$ cat src/rtl/exp_engine_arbiter.sv
// Round-robin arbiter/sequencer sharing one series-evaluation engine among N requesters.
// Optional watchdog abort compiled in with `define ARB_TIMEOUT_EN.
module exp_engine_arbiter #(
  parameter int N       = 4,
  parameter int W       = 8,
  parameter int TIMEOUT = 64
) (
  input  logic           clk,
  input  logic           rst,
  input  logic [N-1:0]   req,
  input  logic [N*W-1:0] x_in,
  output logic [N-1:0]   gnt,
  output logic           eng_start,
  output logic [W-1:0]   eng_x,
  input  logic           eng_done,
  input  logic [W-1:0]   eng_result,
  output logic [N-1:0]   rsp_valid,
  output logic [W-1:0]   rsp_data,
  output logic           rsp_err
);

  localparam int PW = $clog2(N);

  typedef enum logic [1:0] {S_IDLE, S_START, S_BUSY, S_RESP} state_t;

  state_t         r_state, w_state_nx;
  logic [PW-1:0]  r_ptr, w_ptr_nx;
  logic [PW-1:0]  r_win, w_win_nx;
  logic [PW-1:0]  w_sel;
  logic           w_found;
  logic [N-1:0]   r_gnt, w_gnt_nx;
  logic           r_eng_start, w_eng_start_nx;
  logic [W-1:0]   r_eng_x, w_eng_x_nx;
  logic [N-1:0]   r_rsp_valid, w_rsp_valid_nx;
  logic [W-1:0]   r_rsp_data, w_rsp_data_nx;
  logic           r_rsp_err, w_rsp_err_nx;
`ifdef ARB_TIMEOUT_EN
  localparam int CW = $clog2(TIMEOUT + 1);
  logic [CW-1:0]  r_wdog, w_wdog_nx;
`endif

  // First requesting index at or after the pointer, wrapping mod N
  always_comb begin
    w_found = 1'b0;
    w_sel   = {PW{1'b0}};
    for (int i = 0; i < N; i++) begin
      if (!w_found && req[(int'(r_ptr) + i) % N]) begin
        w_found = 1'b1;
        w_sel   = PW'((int'(r_ptr) + i) % N);
      end
    end
  end

  always_comb begin
    w_state_nx     = r_state;
    w_ptr_nx       = r_ptr;
    w_win_nx       = r_win;
    w_gnt_nx       = r_gnt;
    w_eng_start_nx = 1'b0;
    w_eng_x_nx     = r_eng_x;
    w_rsp_valid_nx = {N{1'b0}};
    w_rsp_data_nx  = r_rsp_data;
    w_rsp_err_nx   = r_rsp_err;
`ifdef ARB_TIMEOUT_EN
    w_wdog_nx      = r_wdog;
`endif
    case (r_state)
      S_IDLE: begin
        if (w_found) begin
          w_state_nx     = S_START;
          w_win_nx       = w_sel;
          w_gnt_nx       = {{(N-1){1'b0}}, 1'b1} << w_sel;
          w_eng_start_nx = 1'b1;
          w_eng_x_nx     = x_in[w_sel*W +: W];
        end else begin
          w_state_nx     = S_IDLE;
        end
      end
      S_START: begin
        w_state_nx = S_BUSY;
`ifdef ARB_TIMEOUT_EN
        w_wdog_nx  = {CW{1'b0}};
`endif
      end
      S_BUSY: begin
        if (eng_done) begin
          w_state_nx     = S_RESP;
          w_rsp_valid_nx = r_gnt;
          w_rsp_data_nx  = eng_result;
          w_rsp_err_nx   = 1'b0;
        end
`ifdef ARB_TIMEOUT_EN
        else if (r_wdog == CW'(TIMEOUT - 1)) begin
          w_state_nx     = S_RESP;
          w_rsp_valid_nx = r_gnt;
          w_rsp_data_nx  = {W{1'b0}};
          w_rsp_err_nx   = 1'b1;
        end else begin
          w_wdog_nx      = r_wdog + CW'(1);
        end
`else
        else begin
          w_state_nx     = S_BUSY;
        end
`endif
      end
      S_RESP: begin
        w_state_nx = S_IDLE;
        w_gnt_nx   = {N{1'b0}};
        w_ptr_nx   = (r_win == PW'(N - 1)) ? {PW{1'b0}} : r_win + PW'(1);
      end
      default: begin
        w_state_nx = S_IDLE;
        w_gnt_nx   = {N{1'b0}};
      end
    endcase
  end

  // State and registered outputs
  always_ff @(posedge clk or posedge rst) begin
    if (rst) begin
      r_state     <= S_IDLE;
      r_ptr       <= {PW{1'b0}};
      r_win       <= {PW{1'b0}};
      r_gnt       <= {N{1'b0}};
      r_eng_start <= 1'b0;
      r_eng_x     <= {W{1'b0}};
      r_rsp_valid <= {N{1'b0}};
      r_rsp_data  <= {W{1'b0}};
      r_rsp_err   <= 1'b0;
`ifdef ARB_TIMEOUT_EN
      r_wdog      <= {CW{1'b0}};
`endif
    end else begin
      r_state     <= w_state_nx;
      r_ptr       <= w_ptr_nx;
      r_win       <= w_win_nx;
      r_gnt       <= w_gnt_nx;
      r_eng_start <= w_eng_start_nx;
      r_eng_x     <= w_eng_x_nx;
      r_rsp_valid <= w_rsp_valid_nx;
      r_rsp_data  <= w_rsp_data_nx;
      r_rsp_err   <= w_rsp_err_nx;
`ifdef ARB_TIMEOUT_EN
      r_wdog      <= w_wdog_nx;
`endif
    end
  end

  assign gnt       = r_gnt;
  assign eng_start = r_eng_start;
  assign eng_x     = r_eng_x;
  assign rsp_valid = r_rsp_valid;
  assign rsp_data  = r_rsp_data;
  assign rsp_err   = r_rsp_err;

endmodule
$ cat config.mk
export PLATFORM = sky130hd
export DESIGN_NAME = exp_engine_arbiter
export DESIGN_NICKNAME = d
export VERILOG_FILES = /design/src/rtl/exp_engine_arbiter.sv
export SDC_FILE = /design/constraint.sdc
export NUM_CORES = 1
export LEC_CHECK = 0
export CORE_MARGIN = 2
export CORE_UTILIZATION = 40
export CTS_CLUSTER_DIAMETER = 50
export DETAILED_ROUTE_END_ITERATION = 10
export MAX_ROUTING_LAYER = met4
export PLACE_DENSITY = 0.79
export SKIP_CTS_REPAIR_TIMING = 1
export SYNTH_ARGS = -nofsm -noshare
export SYNTH_HDL_FRONTEND = slang
export SYNTH_SLANG_ARGS = --single-unit
$ cat constraint.sdc
create_clock -name clk -period 1.95 [get_ports clk]
set_clock_uncertainty 0.1 [all_clocks]
set_input_delay 0.39 -clock clk [delete_from_list [all_inputs] [get_ports clk]]
set_output_delay 0.39 -clock clk [all_outputs]
set_load 0.1 [all_outputs]
==> results of run 1 <==
-- report_power, final --
part / switching [mW] / internal [mW] / leakage (nW)
clock: 0.238 / 0.250 / 0.0422
combinational: 2.27 / 1.50 / 0.857
sequential: 0.292 / 0.927 / 0.389
total: 2.80 / 2.68 / 1.29
-- path summary, 6_finish.rpt --
| check | end | slack [ns] | cells past startpoint |
|---|---|---|---|
| worst max-delay path | eng_x[0] | 0.07 | 7 |
| worst min-delay path | eng_x[4] | 0.40 | 3 |
| worst max register to register | gnt[3] | 0.22 | 7 |
| worst min register to register | r_win[1] | 0.42 | 2 |
| max in group asynchronous | rsp_data[6] | 1.07 | 3 |
| min in group clk | r_win[1] | 0.42 | 2 |
-- state kept, by name, indices dropped and copies added (netlist names) --
signal,flops
r_state,2
rsp_data,8
eng_x,8
eng_start,1
r_win,2
gnt,4
rsp_valid,4
r_ptr,2
-- routing by layer --
layer / up-vias / share of wire [%] / global-route usage (%)
met5: - / 0 / -
met2: 70 / 51 / 33.8
met3: 9 / 7.1 / 5.14
met1: 663 / 39 / 23.0
met4: 0 / 2.8 / 12.2
li1: 636 / - / -
-- logic make-up after synthesis --
logic type,after synthesis
AND/OR/NAND/NOR,33
flip-flops,31
AO/OA/AOI/OAI,25
multiplexers,25
buffers and inverters,13
adder cells (fa/ha/maj),4
other,1
-- layout by cell type (no fill, tap or decap), types with 2 or more instances in the layout --
cell type,netlist,routed
dfrtp_1,31,31
o21ai_1,3,3
dlymetal6s2s_1,0,2
nor2_1,3,3
buf_4,1,8
o221ai_1,8,8
buf_12,0,26
clkbuf_8,0,5
clkdlybuf4s50_1,0,44
a21oi_1,6,6
o21ai_0,2,2
ha_1,4,4
clkbuf_1,2,2
and3_1,4,4
mux2_2,9,9
mux2i_1,16,14
nand2b_1,4,3
clkbuf_16,0,2
nand2b_4,1,2
inv_1,6,6
nor3b_1,2,2
nand2_1,15,15
-- final cells by class --
class / instances / area share (%)
inverter: 7 / 0.955
multi-input combinational: 88 / 25.4
sequential: 31 / 28.2
clock buffer: 7 / 2.78
tap: 48 / 2.18
timing repair buffer: 83 / 40.3
clock inverter: 1 / 0.182
-- per-stage QoR --
stage	setup TNS [ns]	power (mW)	utilization, %
5_1_grt	-0.0573	5.68	75.1
2_1_floorplan	0	3.44	-
3_5_place_dp	-2.75	4.83	70.1
3_3_place_gp	-1.67	4.74	70.1
6_report	0	5.48	75.1
4_1_cts	0	5.33	72.4
-- tightest hold or removal path: stages --
cell	delay [ns]
clkdlybuf4s50_1	0.41
inv_1	0.05
buf_4	0.35
==> flow_summary.yaml, run 1 <==
synthesis:
  muxShareOfSynthArea_pct: 17.3
  synth_top_area_cell: "dfrtp_1"
  synth_most_common_cell: "dfrtp_1"
  ys_top_cells_by_area: "dfrtp_1 51%, mux2i_1 11%, mux2_2 6.7%, o221ai_1 4.6%, nand2_1 3.7%"
  synth-adder-area-share_pct: 3.30
  yosys_warnings: 0
  ys_seq_area_share_pct: 51.2
  synth_top_family_by_area: "multiplexers"
  syn_nets: 183
  synthSimpleGateAreaFrac_pct: 11.3
  postSynth.topFlopCell: "dfrtp_1"
  synth_top_area_share_pct: 51.2
  synth_edf_count: 0
  synthXorXnorAreaFrac_pct: 0
  synthCells: 132
  synth_common_cells: "31 x dfrtp_1, 16 x mux2i_1, 15 x nand2_1"
  synth_seq_cells: 31
  synth_compound_area_share_pct: 11.7
  syn_area_sq_um: 1520
  postSynthAreaPerCell_sq_um: 11.5
  synth.distinct_cells: 29
  synthArstFlopShare_pct: 100
final_layout:
  num_antenna_cells: 0
  drive_above_1_share_pct: 27.6
  final_cell_area_sq_um: 2750
  multiInputGateArea_sq_um: 699
  area_delta_synth_final_pct: 81.5
  nets: 267
  register_area_sq_um: 776
  fin_cells: 265
  n_fill_cell: 242
placement:
  place.gp.congestion: 0.815
  dp_hpwl_microns: 3090
  portBuffers: 71
  place_inst: 254
  place_ws_ns: -0.282
  placed_area_sq_um: 2570
power:
  irDropWorstVdd_uv: 1370
  cellLeakagePower_nw: 1.29
  p_per_area_nw_per_um2: 1990
grt:
  antenna_found_initial: 0
  grt_start_max_net_pins: 32
  grt_pass1_wl_microns: 6410
  grt-ovfl-total: 0
  track_usage_pct: 20.7
  grt_pass1_vias: 1379
worst_setup_path:
  endpoint_kind: "flop"
  crit_start: "req[1]"
  cp_max_fo: 6
  critPathMaxStageDelay_ns: 0.52
  worstSetupPathType: "in2reg"
  cp_cell_sequence: "clkdlybuf4s50_1 > nand2b_4 > a21oi_1 > a211o_4 > buf_12 > mux2i_4 > o221ai_1"
  critical_path_buf_inv_count: 2
  crit_family: "buffers and inverters"
  slowest_stage: "clkdlybuf4s50_1"
  crit_required_ns: 2.05
  r2r_start: "r_state[0]"
  critPathLaunchType: "input port"
  cp.arrival_ns: 1.98
clocking:
  clock_latency_ns: 0.29
  clkSinkCount: 31
  cts_max_level: 2
  cts-root-buf: "clkbuf_8"
  numCtsBuffers: 5
  cts_tree: "done"
  clkTransAtPathRegs_ns: 0.07
  clock_path_buffers: 2
floorplan:
  core_sq_um: 3660
  die-area_sq_um: 4300
  num_rows: 22
  die_h_microns: 65.5
  pin_count: 73
  die_w_microns: 65.5
  start_util_pct: 41.4
sta:
  post-route-worst-setup-slack_ns: 0.0732
  clock.fmax_ghz: 0.533
  whs_ns: 0.396
  finalSetupViolations: 0
  finalCriticalPeriod_ns: 1.88
  timing.final.crit_share_pct: 96.2
  hold_viol: 0
  slew_violations: 0
route:
  viasPerCell: 5.20
  vias: 1378
  wire_per_inst_microns: 16.0
  ant_nets: 0
  drc: 0
  drt_wl_total_microns: 4240
  drtIter0Drc: 33
  first_pass_iters: 4
status:
  outcome: "finished, final reports clean"
run:
  drv_cap: 0
hold_path:
  min_path_type: "in2async"
Note: power is estimated with default switching activity, not from simulation.
==> inputs of run 2 (changes only) <==
Settings changed: CORE_UTILIZATION 40 to 36, PLACE_DENSITY 0.79 to 0.75.
Clock period 1.95 ns to 1.6 ns, I/O delays scaled along.
==> run 2 against run 1 <==
Net effect: the flow now finishes with violations (negative setup slack); die area rose by 10%; utilization fell by 3.8 points; count of clock-buffer cells in the layout rose by 1; register-to-register slack got worse by 0.39 ns; clock power rose by 37%; via count rose by 1.4%; critical path depth rose by 1; non-clock buffer count rose by 3.
==> flow_summary.yaml, run 2 (synthesis results as in run 1) <==
status:
  outcome: "finished, violations left"
  violations: "negative setup slack"
worst_setup_path:
  cp_cell_sequence: "nor2b_4 > a21o_1 > a211o_4 > clkbuf_16 > buf_8 > buf_6 > nand2b_1 > o21ai_1"
  cp.depth: 8
  rrSetupSlack_ns: -0.17
  slowest_stage: "dfrtp_1"
  endpoint_kind: "flop"
  crit_start: "r_ptr[0]"
  cp.arrival_ns: 1.84
  critical_path_buf_inv_count: 3
  crit_required_ns: 1.67
  cp_max_fo: 6
  cp-endpoint: "gnt[0]"
  critPathMaxStageDelay_ns: 0.41
  crit_family: "compound AO/OA/AOI/OAI gates"
  worstSetupPathType: "reg2reg"
  rr_worst_depth: 8
  r2r_start: "r_ptr[0]"
  r2r_end: "gnt[0]"
  critPathLaunchType: "flop"
run:
  drv_cap: 0
sta:
  slew_violations: 0
  clock.fmax_ghz: 0.564
  rsz0062_at_grt: "true"
  finalSetupViolations: 13
  timing.final.crit_share_pct: 111
  fin_setup_tns_ns: -1.55
  whs_ns: 0.282
  hold_viol: 0
  post-route-worst-setup-slack_ns: -0.173
  finalCriticalPeriod_ns: 1.77
grt:
  grt_pass1_vias: 1349
  grt-ovfl-total: 0
  antenna_found_initial: 0
  track_usage_pct: 18.4
  grt_pass1_wl_microns: 6070
  grt_start_max_net_pins: 32
placement:
  place_ws_ns: -0.507
  dp_hpwl_microns: 3060
  place.gp.congestion: 0.792
  portBuffers: 71
clocking:
  clock_path_buffers: 2
  clkSinkCount: 31
  cts-root-buf: "clkbuf_8"
  clkTransAtPathRegs_ns: 0.06
  numCtsBuffers: 5
  clock_latency_ns: 0.29
  cts_tree: "done"
  cts_max_level: 2
route:
  viasPerCell: 5.17
  vias: 1397
  first_pass_iters: 4
  drtIter0Drc: 50
  ant_nets: 0
  wire_per_inst_microns: 16.6
  drc: 0
  drt_wl_total_microns: 4490
floorplan:
  die_h_microns: 68.9
  die-area_sq_um: 4740
  num_rows: 23
  die_w_microns: 68.9
  start_util_pct: 37.6
  core_sq_um: 4030
  pin_count: 73
final_layout:
  layout_commonest_cell: "clkdlybuf4s50_1"
  area_delta_synth_final_pct: 89.8
  num_antenna_cells: 0
  n_fill_cell: 279
  multiInputGateArea_sq_um: 743
  final_cell_mix: "42 x clkdlybuf4s50_1, 31 x dfrtp_1, 28 x buf_12, 14 x nand2_1, 12 x mux2i_1"
  nets: 270
  final_core_util_pct: 71.4
  drive_above_1_share_pct: 31.4
  register_area_sq_um: 776
power:
  irDropWorstVdd_uv: 1230
  cellLeakagePower_nw: 1.34
  p_per_area_nw_per_um2: 2410
  p_total_mw: 6.92
hold_path:
  min_path_type: "in2async"
run 2: cell count changes in the layout (fill, tap and decap cells not counted), sizes merged:
cell           before  now
clkinv              1    0
clkdlybuf4s50      44   42
dlymetal6s2s        2    4
clkbuf              9   10
buf                35   38
run 2: worst min-delay path by stage:
| stage | slack [ns] | end | startpoint | cells past startpoint |
|---|---|---|---|---|
| after detailed placement | 0.37 | r_win[1] | r_win[1] | 2 |
| after global placement | 0.37 | r_win[1] | r_win[1] | 2 |
| final | 0.28 | rsp_valid[0] | rst | 3 |
| after floorplan | 0.32 | eng_start | rst | 1 |
| after CTS | 0.30 | r_ptr[0] | rst | 3 |
| after global routing | 0.30 | rsp_valid[0] | rst | 3 |
run 2: metal layers:
metal | up-vias | share of wire (%) | global-route usage [%] | wire length [microns]
li1 | 647 | - | - | -
met1 | 668 | 38 | 20.3 | 1720
met2 | 68 | 51 | 30.2 | 2290
met3 | 14 | 7.9 | 5.19 | 356
met4 | 0 | 2.7 | 9.80 | 122
met5 | - | 0 | - | 0
run 2: where the power goes:
| part | total [mW] | switching (mW) | internal [mW] |
|---|---|---|---|
| clock | 0.668 | 0.276 | 0.392 |
| sequential | 1.49 | 0.362 | 1.13 |
| combinational | 4.76 | 2.83 | 1.93 |
run 2: cell type report:
type	instances	area share, %
Timing Repair Buffer	86	40.6
Sequential cell	31	27.0
Multi-Input combinational cell	88	25.8
Clock buffer	8	3.48
Tap cell	50	2.18
Inverter	7	0.914
run 2: tightest hold or removal path: stages:
cell and delay (ns):
clkdlybuf4s50_1 0.40, inv_1 0.09, buf_12 0.20
run 2: per-stage QoR:
| stage | instances | cell area [sq um] |
|---|---|---|
| after detailed placement | 258 | 2610 |
| after floorplan | 132 | 1520 |
| after CTS | 266 | 2710 |
| after global routing | 270 | 2880 |
| after global placement | 258 | 2610 |
| final | 270 | 2880 |
